==> src/rtl/cybernid_input_quantizer_if.sv <==
// Stream bundle between the raw-feature source, the quantizer and layer 0:
// raw feature beats in (s_*), packed code vectors out (m_*).
interface cybernid_input_quantizer_if #(
  parameter int unsigned NUM_FEATURES = 16,
  parameter int unsigned IN_WIDTH     = 8
);
  logic                      s_valid;
  logic                      s_ready;
  logic [IN_WIDTH-1:0]       s_data;
  logic                      s_last;
  logic                      m_valid;
  logic                      m_ready;
  logic [2*NUM_FEATURES-1:0] m_data;

  modport master (
    output s_valid, s_data, s_last, m_ready,
    input  s_ready, m_valid, m_data
  );

  modport slave (
    input  s_valid, s_data, s_last, m_ready,
    output s_ready, m_valid, m_data
  );
endinterface

==> src/rtl/cybernid_input_quantizer.sv <==
// Thresholds raw feature words to 2-bit codes and packs one frame of codes
// into a registered vector for the layer-0 neuron array.
module cybernid_input_quantizer #(
  parameter int unsigned NUM_FEATURES = 16,
  parameter int unsigned IN_WIDTH     = 8,
  parameter int unsigned THRESH0      = 64,
  parameter int unsigned THRESH1      = 128,
  parameter int unsigned THRESH2      = 192
) (
  input  logic                        clk,
  input  logic                        rst,
  cybernid_input_quantizer_if.slave   bus,
  output logic                        frame_err
);

  localparam int unsigned VEC_W = 2 * NUM_FEATURES;
  localparam int unsigned CNT_W = (NUM_FEATURES > 1) ? $clog2(NUM_FEATURES) : 1;
  localparam logic [CNT_W-1:0] LAST_SLOT = CNT_W'(NUM_FEATURES - 1);

  logic [CNT_W-1:0] cnt_q, cnt_d;
  logic [VEC_W-1:0] asm_q, asm_d;
  logic [VEC_W-1:0] m_data_q, m_data_d;
  logic             asm_full_q, asm_full_d;
  logic             m_valid_q, m_valid_d;
  logic             s_ready_q, s_ready_d;
  logic             frame_err_q, frame_err_d;

  logic [1:0] code_c;
  logic       accept_c;
  logic       last_slot_c;
  logic       err_c;
  logic       done_c;
  logic       consume_c;
  logic       out_free_c;

  // Unsigned threshold compare at full input width
  always_comb begin
    code_c = 2'd3;
    if (bus.s_data < IN_WIDTH'(THRESH0)) begin
      code_c = 2'd0;
    end else if (bus.s_data < IN_WIDTH'(THRESH1)) begin
      code_c = 2'd1;
    end else if (bus.s_data < IN_WIDTH'(THRESH2)) begin
      code_c = 2'd2;
    end
  end

  assign accept_c    = bus.s_valid && s_ready_q;
  assign last_slot_c = (cnt_q == LAST_SLOT);
  assign err_c       = accept_c && (bus.s_last != last_slot_c);
  assign done_c      = accept_c && bus.s_last && last_slot_c;
  assign consume_c   = m_valid_q && bus.m_ready;
  assign out_free_c  = !m_valid_q || bus.m_ready;

  always_comb begin
    cnt_d      = cnt_q;
    asm_d      = asm_q;
    asm_full_d = asm_full_q;
    m_valid_d  = m_valid_q;
    m_data_d   = m_data_q;

    // Erroneous beats also land in the buffer; the stale slots are simply
    // overwritten by the next frame before it can complete.
    if (accept_c) begin
      asm_d[{cnt_q, 1'b0} +: 2] = code_c;
      cnt_d = (err_c || done_c) ? '0 : cnt_q + CNT_W'(1);
    end

    if (consume_c) begin
      m_valid_d = 1'b0;
    end

    // A held frame refills the output on the same edge it drains
    if (asm_full_q && consume_c) begin
      m_data_d   = asm_q;
      m_valid_d  = 1'b1;
      asm_full_d = 1'b0;
    end

    if (done_c) begin
      if (out_free_c) begin
        m_data_d  = asm_d;
        m_valid_d = 1'b1;
      end else begin
        asm_full_d = 1'b1;
      end
    end

    s_ready_d   = !asm_full_d;
    frame_err_d = err_c;
  end

  always_ff @(posedge clk) begin
    if (rst) begin
      cnt_q       <= '0;
      asm_q       <= '0;
      asm_full_q  <= 1'b0;
      m_valid_q   <= 1'b0;
      m_data_q    <= '0;
      s_ready_q   <= 1'b1;
      frame_err_q <= 1'b0;
    end else begin
      cnt_q       <= cnt_d;
      asm_q       <= asm_d;
      asm_full_q  <= asm_full_d;
      m_valid_q   <= m_valid_d;
      m_data_q    <= m_data_d;
      s_ready_q   <= s_ready_d;
      frame_err_q <= frame_err_d;
    end
  end

  assign bus.s_ready = s_ready_q;
  assign bus.m_valid = m_valid_q;
  assign bus.m_data  = m_data_q;
  assign frame_err   = frame_err_q;

endmodule
==> src/flat_wrapper.sv <==
// flat-port wrapper written by rule: the top's interface ports become plain ports
module cybernid_input_quantizer_flat 
#(
  parameter int unsigned NUM_FEATURES = 16,
  parameter int unsigned IN_WIDTH     = 8,
  parameter int unsigned THRESH0      = 64,
  parameter int unsigned THRESH1      = 128,
  parameter int unsigned THRESH2      = 192
)
  (clk, rst, frame_err, bus_s_valid, bus_s_data, bus_s_last, bus_m_ready, bus_s_ready, bus_m_valid, bus_m_data);
  cybernid_input_quantizer_if #(.NUM_FEATURES(NUM_FEATURES), .IN_WIDTH(IN_WIDTH)) bus_i ();
  input  logic clk;
  input  logic rst;
  output logic frame_err;
  input wire logic [$bits(bus_i.s_valid)-1:0] bus_s_valid;
  input wire logic [$bits(bus_i.s_data)-1:0] bus_s_data;
  input wire logic [$bits(bus_i.s_last)-1:0] bus_s_last;
  input wire logic [$bits(bus_i.m_ready)-1:0] bus_m_ready;
  output wire logic [$bits(bus_i.s_ready)-1:0] bus_s_ready;
  output wire logic [$bits(bus_i.m_valid)-1:0] bus_m_valid;
  output wire logic [$bits(bus_i.m_data)-1:0] bus_m_data;
  assign bus_i.s_valid = bus_s_valid;
  assign bus_i.s_data = bus_s_data;
  assign bus_i.s_last = bus_s_last;
  assign bus_i.m_ready = bus_m_ready;
  assign bus_s_ready = bus_i.s_ready;
  assign bus_m_valid = bus_i.m_valid;
  assign bus_m_data = bus_i.m_data;
  cybernid_input_quantizer #(.NUM_FEATURES(NUM_FEATURES), .IN_WIDTH(IN_WIDTH), .THRESH0(THRESH0), .THRESH1(THRESH1), .THRESH2(THRESH2)) u_core (.clk(clk), .rst(rst), .bus(bus_i), .frame_err(frame_err));
endmodule
==> config.mk <==
export PLATFORM = sky130hd
export DESIGN_NAME = cybernid_input_quantizer_flat
export DESIGN_NICKNAME = d
export VERILOG_FILES = /design/src/rtl/cybernid_input_quantizer_if.sv /design/src/rtl/cybernid_input_quantizer.sv /design/src/flat_wrapper.sv
export SDC_FILE = /design/constraint.sdc
export NUM_CORES = 1
export LEC_CHECK = 0
export BUFFER_PORTS_ARGS = -buffer_cell sky130_fd_sc_hd__buf_2
export CAP_MARGIN = 10
export CORE_UTILIZATION = 25
export DETAILED_ROUTE_END_ITERATION = 10
export SLEW_MARGIN = 20
export SYNTH_ARGS = -nofsm -noshare
export SYNTH_HDL_FRONTEND = slang
export SYNTH_SLANG_ARGS = --single-unit
export TNS_END_PERCENT = 20
==> constraint.sdc <==
create_clock -name clk -period 3.1 [get_ports clk]
set_clock_uncertainty 0.1 [all_clocks]
set_input_delay 0.62 -clock clk [delete_from_list [all_inputs] [get_ports clk]]
set_output_delay 0.62 -clock clk [all_outputs]
set_load 0.05 [all_outputs]
Word-level counts from Yosys, hierarchy flattened
Cells that the tools add are included.
{"block": "word_totals", "register_bits": 72, "input_bits": 13, "output_inout_bits": 35, "elab_cells": 42}
{"block": "classes", "n_addsub": 2, "order_cmp": 3, "n_eq_ne": 2, "shifts": 2, "mux": 16, "n_reduce_logical": 10}
{"operator": "2-to-1 mux 32 bit", "count": 4}
{"operator": "bitwise mux 32 bit", "count": 1}
{"operator": "variable shift 2 x 7 -> 32 bit (first input constant)", "count": 1}
{"operator": "variable part select 2 x 7 -> 32 bit", "count": 1}
{"operator": "< comparator 8 bit (second input constant)", "count": 2}
{"operator": "< comparator 8 x 7 -> 1 bit (second input constant)", "count": 1}
{"operator": "2-to-1 mux 1 bit", "count": 8}
{"operator": "negator 5 -> 7 bit", "count": 1}
{"operator": "logical AND 1 bit", "count": 6}
{"operator": "adder 4 x 1 -> 4 bit (second input constant)", "count": 1}
{"operator": "== test 4 bit (second input constant)", "count": 1}
{"operator": "2-to-1 mux 2 bit", "count": 2}
{"operator": "2-to-1 mux 4 bit", "count": 1}
{"operator": "zero test 1 bit", "count": 2}
{"operator": "logical OR 1 bit", "count": 2}
{"operator": "inequality test 1 bit", "count": 1}

Depth between registers and ports, before layout
{"block": "depth", "depth_word": 9, "ltp_mapped": 8, "ltp_nobuf": 6}

Worst setup path before layout
No wires, ideal clock.
{"block": "synth_timing", "kind": "register to register", "startpoint": "reg u_core.cnt_q[0]", "endpoint": "reg u_core.m_data_q[0], in the netlist u_core.bus.m_data[0]", "setup_ns": 0.132, "t_arrival_ns": 2.133, "required_ns": 2.868, "setup_slack_ns": 0.734, "path_stages_with_launch": 8, "n_path_buf": 1, "period_less_slack_ns": 2.366, "cell_sequence": "dfxtp_1 > buf_2 > inv_1 > ha_1 > nand4bb_1 > or4_1 > mux2i_1 > a21oi_1"}
{"block": "synth_between", "elab_chain_cells": 6, "word_cells_on_any_way": 9, "classes_between": "add/sub: 1; eq/ne: 1; shift: 2; mux: 4; reduce/logical: 1"}
{"item": "start, declared", "line": "cybernid_input_quantizer.sv:20", "text": "logic [CNT_W-1:0] cnt_q, cnt_d;"}
{"item": "start signal, assigned", "line": "cybernid_input_quantizer.sv:103", "text": "cnt_q <= cnt_d;"}
{"item": "negator 5 -> 7 bit", "line": "cybernid_input_quantizer.sv:65", "text": "asm_d[{cnt_q, 1'b0} +: 2] = code_c;"}
{"item": "variable part select 2 x 7 -> 32 bit / variable shift 2 x 7 -> 32 bit (equally long branches)", "line": "cybernid_input_quantizer.sv:65"}
{"item": "bitwise mux 32 bit", "line": "cybernid_input_quantizer.sv:65"}
{"item": "2-to-1 mux 32 bit", "line": "cybernid_input_quantizer.sv:64", "text": "if (accept_c) begin"}
{"item": "2-to-1 mux 32 bit", "line": "cybernid_input_quantizer.sv:81", "text": "if (out_free_c) begin"}
{"item": "2-to-1 mux 32 bit (*)", "line": "cybernid_input_quantizer.sv:80", "text": "if (done_c) begin"}
{"item": "end signal, assigned", "line": "cybernid_input_quantizer.sv:107", "text": "m_data_q <= m_data_d;"}
{"item": "end, declared", "line": "cybernid_input_quantizer.sv:22", "text": "logic [VEC_W-1:0] m_data_q, m_data_d;"}
Mark *: on every way between the ends. The rest lies on a longest branch, timed or not.
A chain may end at the register's enable or synchronous reset.

Worst setup path in the final report
{"block": "layout_timing", "startpoint": "reg u_core.cnt_q[1]", "endpoint": "reg u_core.m_data_q[0], in the netlist u_core.bus.m_data[0]"}
Same word-level chain as after synthesis.

==> impl_metrics.env <==
export IMPL_status="finished, final reports clean"
export IMPL_cts_buffers=9
export IMPL_cp_start_kind="register"
export IMPL_path_max_fanout=13
export IMPL_synth_flop_cell="dfxtp_1"
export IMPL_clock_root_buffer="clkbuf_16"
export IMPL_cts_buffer_depth=2
export IMPL_num_rows=40
export IMPL_remaining_drc_errors=0
export IMPL_synth_nets=375
export IMPL_cp_arrival_ps=2530
export IMPL_grt_pass1_vias=2631
export IMPL_finalHoldViolCount=0
export IMPL_synthTopCellsByArea="dfxtp_1 45%, a21oi_1 7.2%, mux2_2 7.0%, o21ai_0 4.7%, mux2i_1 4.4%"
export IMPL_reg2reg_from="u_core.cnt_q[1]$_SDFFE_PP0P_"
export IMPL_power_density_nw_per_um2=506
export IMPL_critPathKind="reg2reg"
export IMPL_dr_total_vias=2786
export IMPL_coreArea_um2=12300
export IMPL_peakVddDrop_uv=289
export IMPL_path_clk_slew_ps=60
export IMPL_die_y_um=115
export IMPL_antenna_cells=0
export IMPL_async_reset_ff_share_pct=0
export IMPL_synthCells=358
export IMPL_synth_top_cell_area_share_pct=45.1
export IMPL_p_leak_nw=1.51
export IMPL_worst_slew_pin_slew_ps=758
export IMPL_fillers=1291
export IMPL_fp_dieW_um=115
export IMPL_setup_viol=0
export IMPL_yosys_register_bits=72
export IMPL_reg2reg_slack_ps=670
export IMPL_crit_slowest_cell="dfxtp_1"
export IMPL_period_share_pct=78.4
export IMPL_area_delta_synth_final_pct=20.7
export IMPL_crit_path_start="u_core.cnt_q[1]$_SDFFE_PP0P_"
export IMPL_crit_family="simple AND/OR/NAND/NOR gates"
export IMPL_start_util_pct=26.1
export IMPL_grt_antenna_before_repair=0
export IMPL_first_iter_violations=148
export IMPL_max_freq_mhz=411
export IMPL_yosys_area_top_type="dfxtp_1"
export IMPL_period_needed_ps=2430
export IMPL_htree_levels=3
export IMPL_ys_top_cells_by_count="72 x dfxtp_1, 46 x a21oi_1, 30 x o21ai_0"
export IMPL_netlist_area_um2=3200
export IMPL_drv_slew=0
export IMPL_max_slew_margin_pct=49.4
export IMPL_yosys_warnings=0
export IMPL_cts_sinks=72
export IMPL_cts_resized=0
export IMPL_setup_slack_ps=669
export IMPL_yosysMostFrequentCell="dfxtp_1"
export IMPL_crit_buf_inv=1
export IMPL_finalWirelength_um=8270
export IMPL_io_buffer_count=41
export IMPL_drive_gt1_share_pct=23.1
export IMPL_rsz0062_at_grt="false"
export IMPL_nets=411
export IMPL_synth_edff_count=0
export IMPL_hpwlAfterDp_um=5710
export IMPL_hold_class="reg2reg"
export IMPL_tns_ps=0
export IMPL_clk_latency_ps=330
export IMPL_required_ps=3200
export IMPL_critPathMaxStageDelay_ps=610
export IMPL_synth_cell_types=42
export IMPL_grt_max_degree=48
export IMPL_holdBufCountCts=0
export IMPL_dieArea_um2=13200
export IMPL_post_cts_buffers=0
export IMPL_grt_overflow=0
export IMPL_worstPathCellList="inv_1, ha_1, nand4bb_1, or4_1, mux2i_1, a21oi_1"
export IMPL_hold_start="u_core.asm_q[15]$_SDFF_PP0_"
export IMPL_tritoncts="built"
export IMPL_antenna_left=0
export IMPL_grt_pass1_wl_um=13400
export IMPL_grtUsageTotal_pct=13.3
export IMPL_cap_violations=0
export IMPL_place_ws_ps=701
export IMPL_syn_mean_instance_area_um2=8.93
export IMPL_vias_per_cell=4.91
export IMPL_setup_worst_path_end_class="register"
export IMPL_synth_seq_area_share_pct=45.1
export IMPL_ios=48
export IMPL_gp_congestion=0.800
export IMPL_first_pass_iters=4
export IMPL_wl_per_cell_um=14.6
## power by group
| group | switching [mW] | internal, mW | total (mW) | leakage [nW] |
|---|---|---|---|---|
| registers | 0.00248 | 0.929 | 0.932 | 0.580 |
| clock network | 0.370 | 0.558 | 0.927 | 0.136 |
| logic | 0.0638 | 0.0275 | 0.0913 | 0.798 |
## logic make-up (layout without fill, tap and decap cells)
kind of cell | after synthesis | in the layout | synth area share [%]
XOR/XNOR | 3 | 3 | 0.822
multiplexers | 34 | 34 | 11.4
AO/OA/AOI/OAI | 112 | 112 | 20.5
buffers and inverters | 31 | 72 | 3.87
AND/OR/NAND/NOR | 102 | 102 | 16.7
flip-flops | 72 | 72 | 45.1
adder cells (fa/ha/maj) | 4 | 4 | 1.57
## per-layer routing
metal | track usage, % | up-vias | share of wire [%]
met5 | 0 | - | 0
met4 | 4.16 | 0 | 0.60
met3 | 3.85 | 4 | 5.9
met2 | 21.2 | 54 | 48
met1 | 17.2 | 1329 | 46
li1 | - | 1399 | -
## path summary, 6_finish.rpt
kind / to / cells past startpoint
hold / removal: u_core.bus.m_data[15]$_SDFF_PP0_ / 2
setup reg to reg: u_core.bus.m_data[0]$_SDFF_PP0_ / 6
hold reg to reg: u_core.bus.m_data[15]$_SDFF_PP0_ / 2
setup / recovery: u_core.bus.m_data[0]$_SDFF_PP0_ / 6
## flip-flops by register name (all words and copies together), names as in the netlist
register	count
u_core.frame_err	1
u_core.bus.m_data	32
u_core.cnt_q	4
u_core.bus.s_ready	1
u_core.bus.m_valid	1
u_core.asm_q	32
u_core.asm_full_q	1
## worst min-delay path, cell delays in order (launching register included)
cell and delay (ps):
dfxtp_1 310, nand2_1 50, a21oi_1 50
## final cells by class
class / instances / area [um2] / area share [%]
multi-input combinational: 255 / 1640 / 42.4
clock inverter: 4 / 20.0 / 0.519
inverter: 4 / 15.0 / 0.389
sequential: 72 / 1440 / 37.4
timing repair buffer: 52 / 288 / 7.46
tap: 168 / 210 / 5.45
clock buffer: 12 / 246 / 6.39
## through the flow
step                total power, mW  utilization (%)  cells  hold WS, ps  cell area [um2]
finish                         1.95             31.5    567          356             3860
global route                   2.03             31.5    567          374             3860
CTS                            1.97             31.5    567          364             3860
floorplan                      1.01                -    358          333             3200
global placement               1.04             29.3    551          354             3590
detailed placement             1.04             29.3    551          352             3590
## layout by cell type (no fill, tap or decap), types with 4 or more instances in the layout
cell type | Yosys | final
dfxtp_1 | 72 | 72
a21oi_1 | 46 | 46
buf_2 | 6 | 41
o21ai_0 | 30 | 30
nand3_1 | 26 | 26
nand2_1 | 20 | 20
mux2_2 | 20 | 20
nor2_1 | 16 | 16
mux2i_1 | 14 | 14
nand4_1 | 13 | 13
o31ai_1 | 12 | 12
buf_4 | 0 | 11
a31oi_1 | 10 | 10
clkbuf_16 | 0 | 9
and3_1 | 6 | 6
inv_1 | 4 | 4
ha_1 | 4 | 4
clkinv_2 | 0 | 4
(Power assumes the default switching activity.)
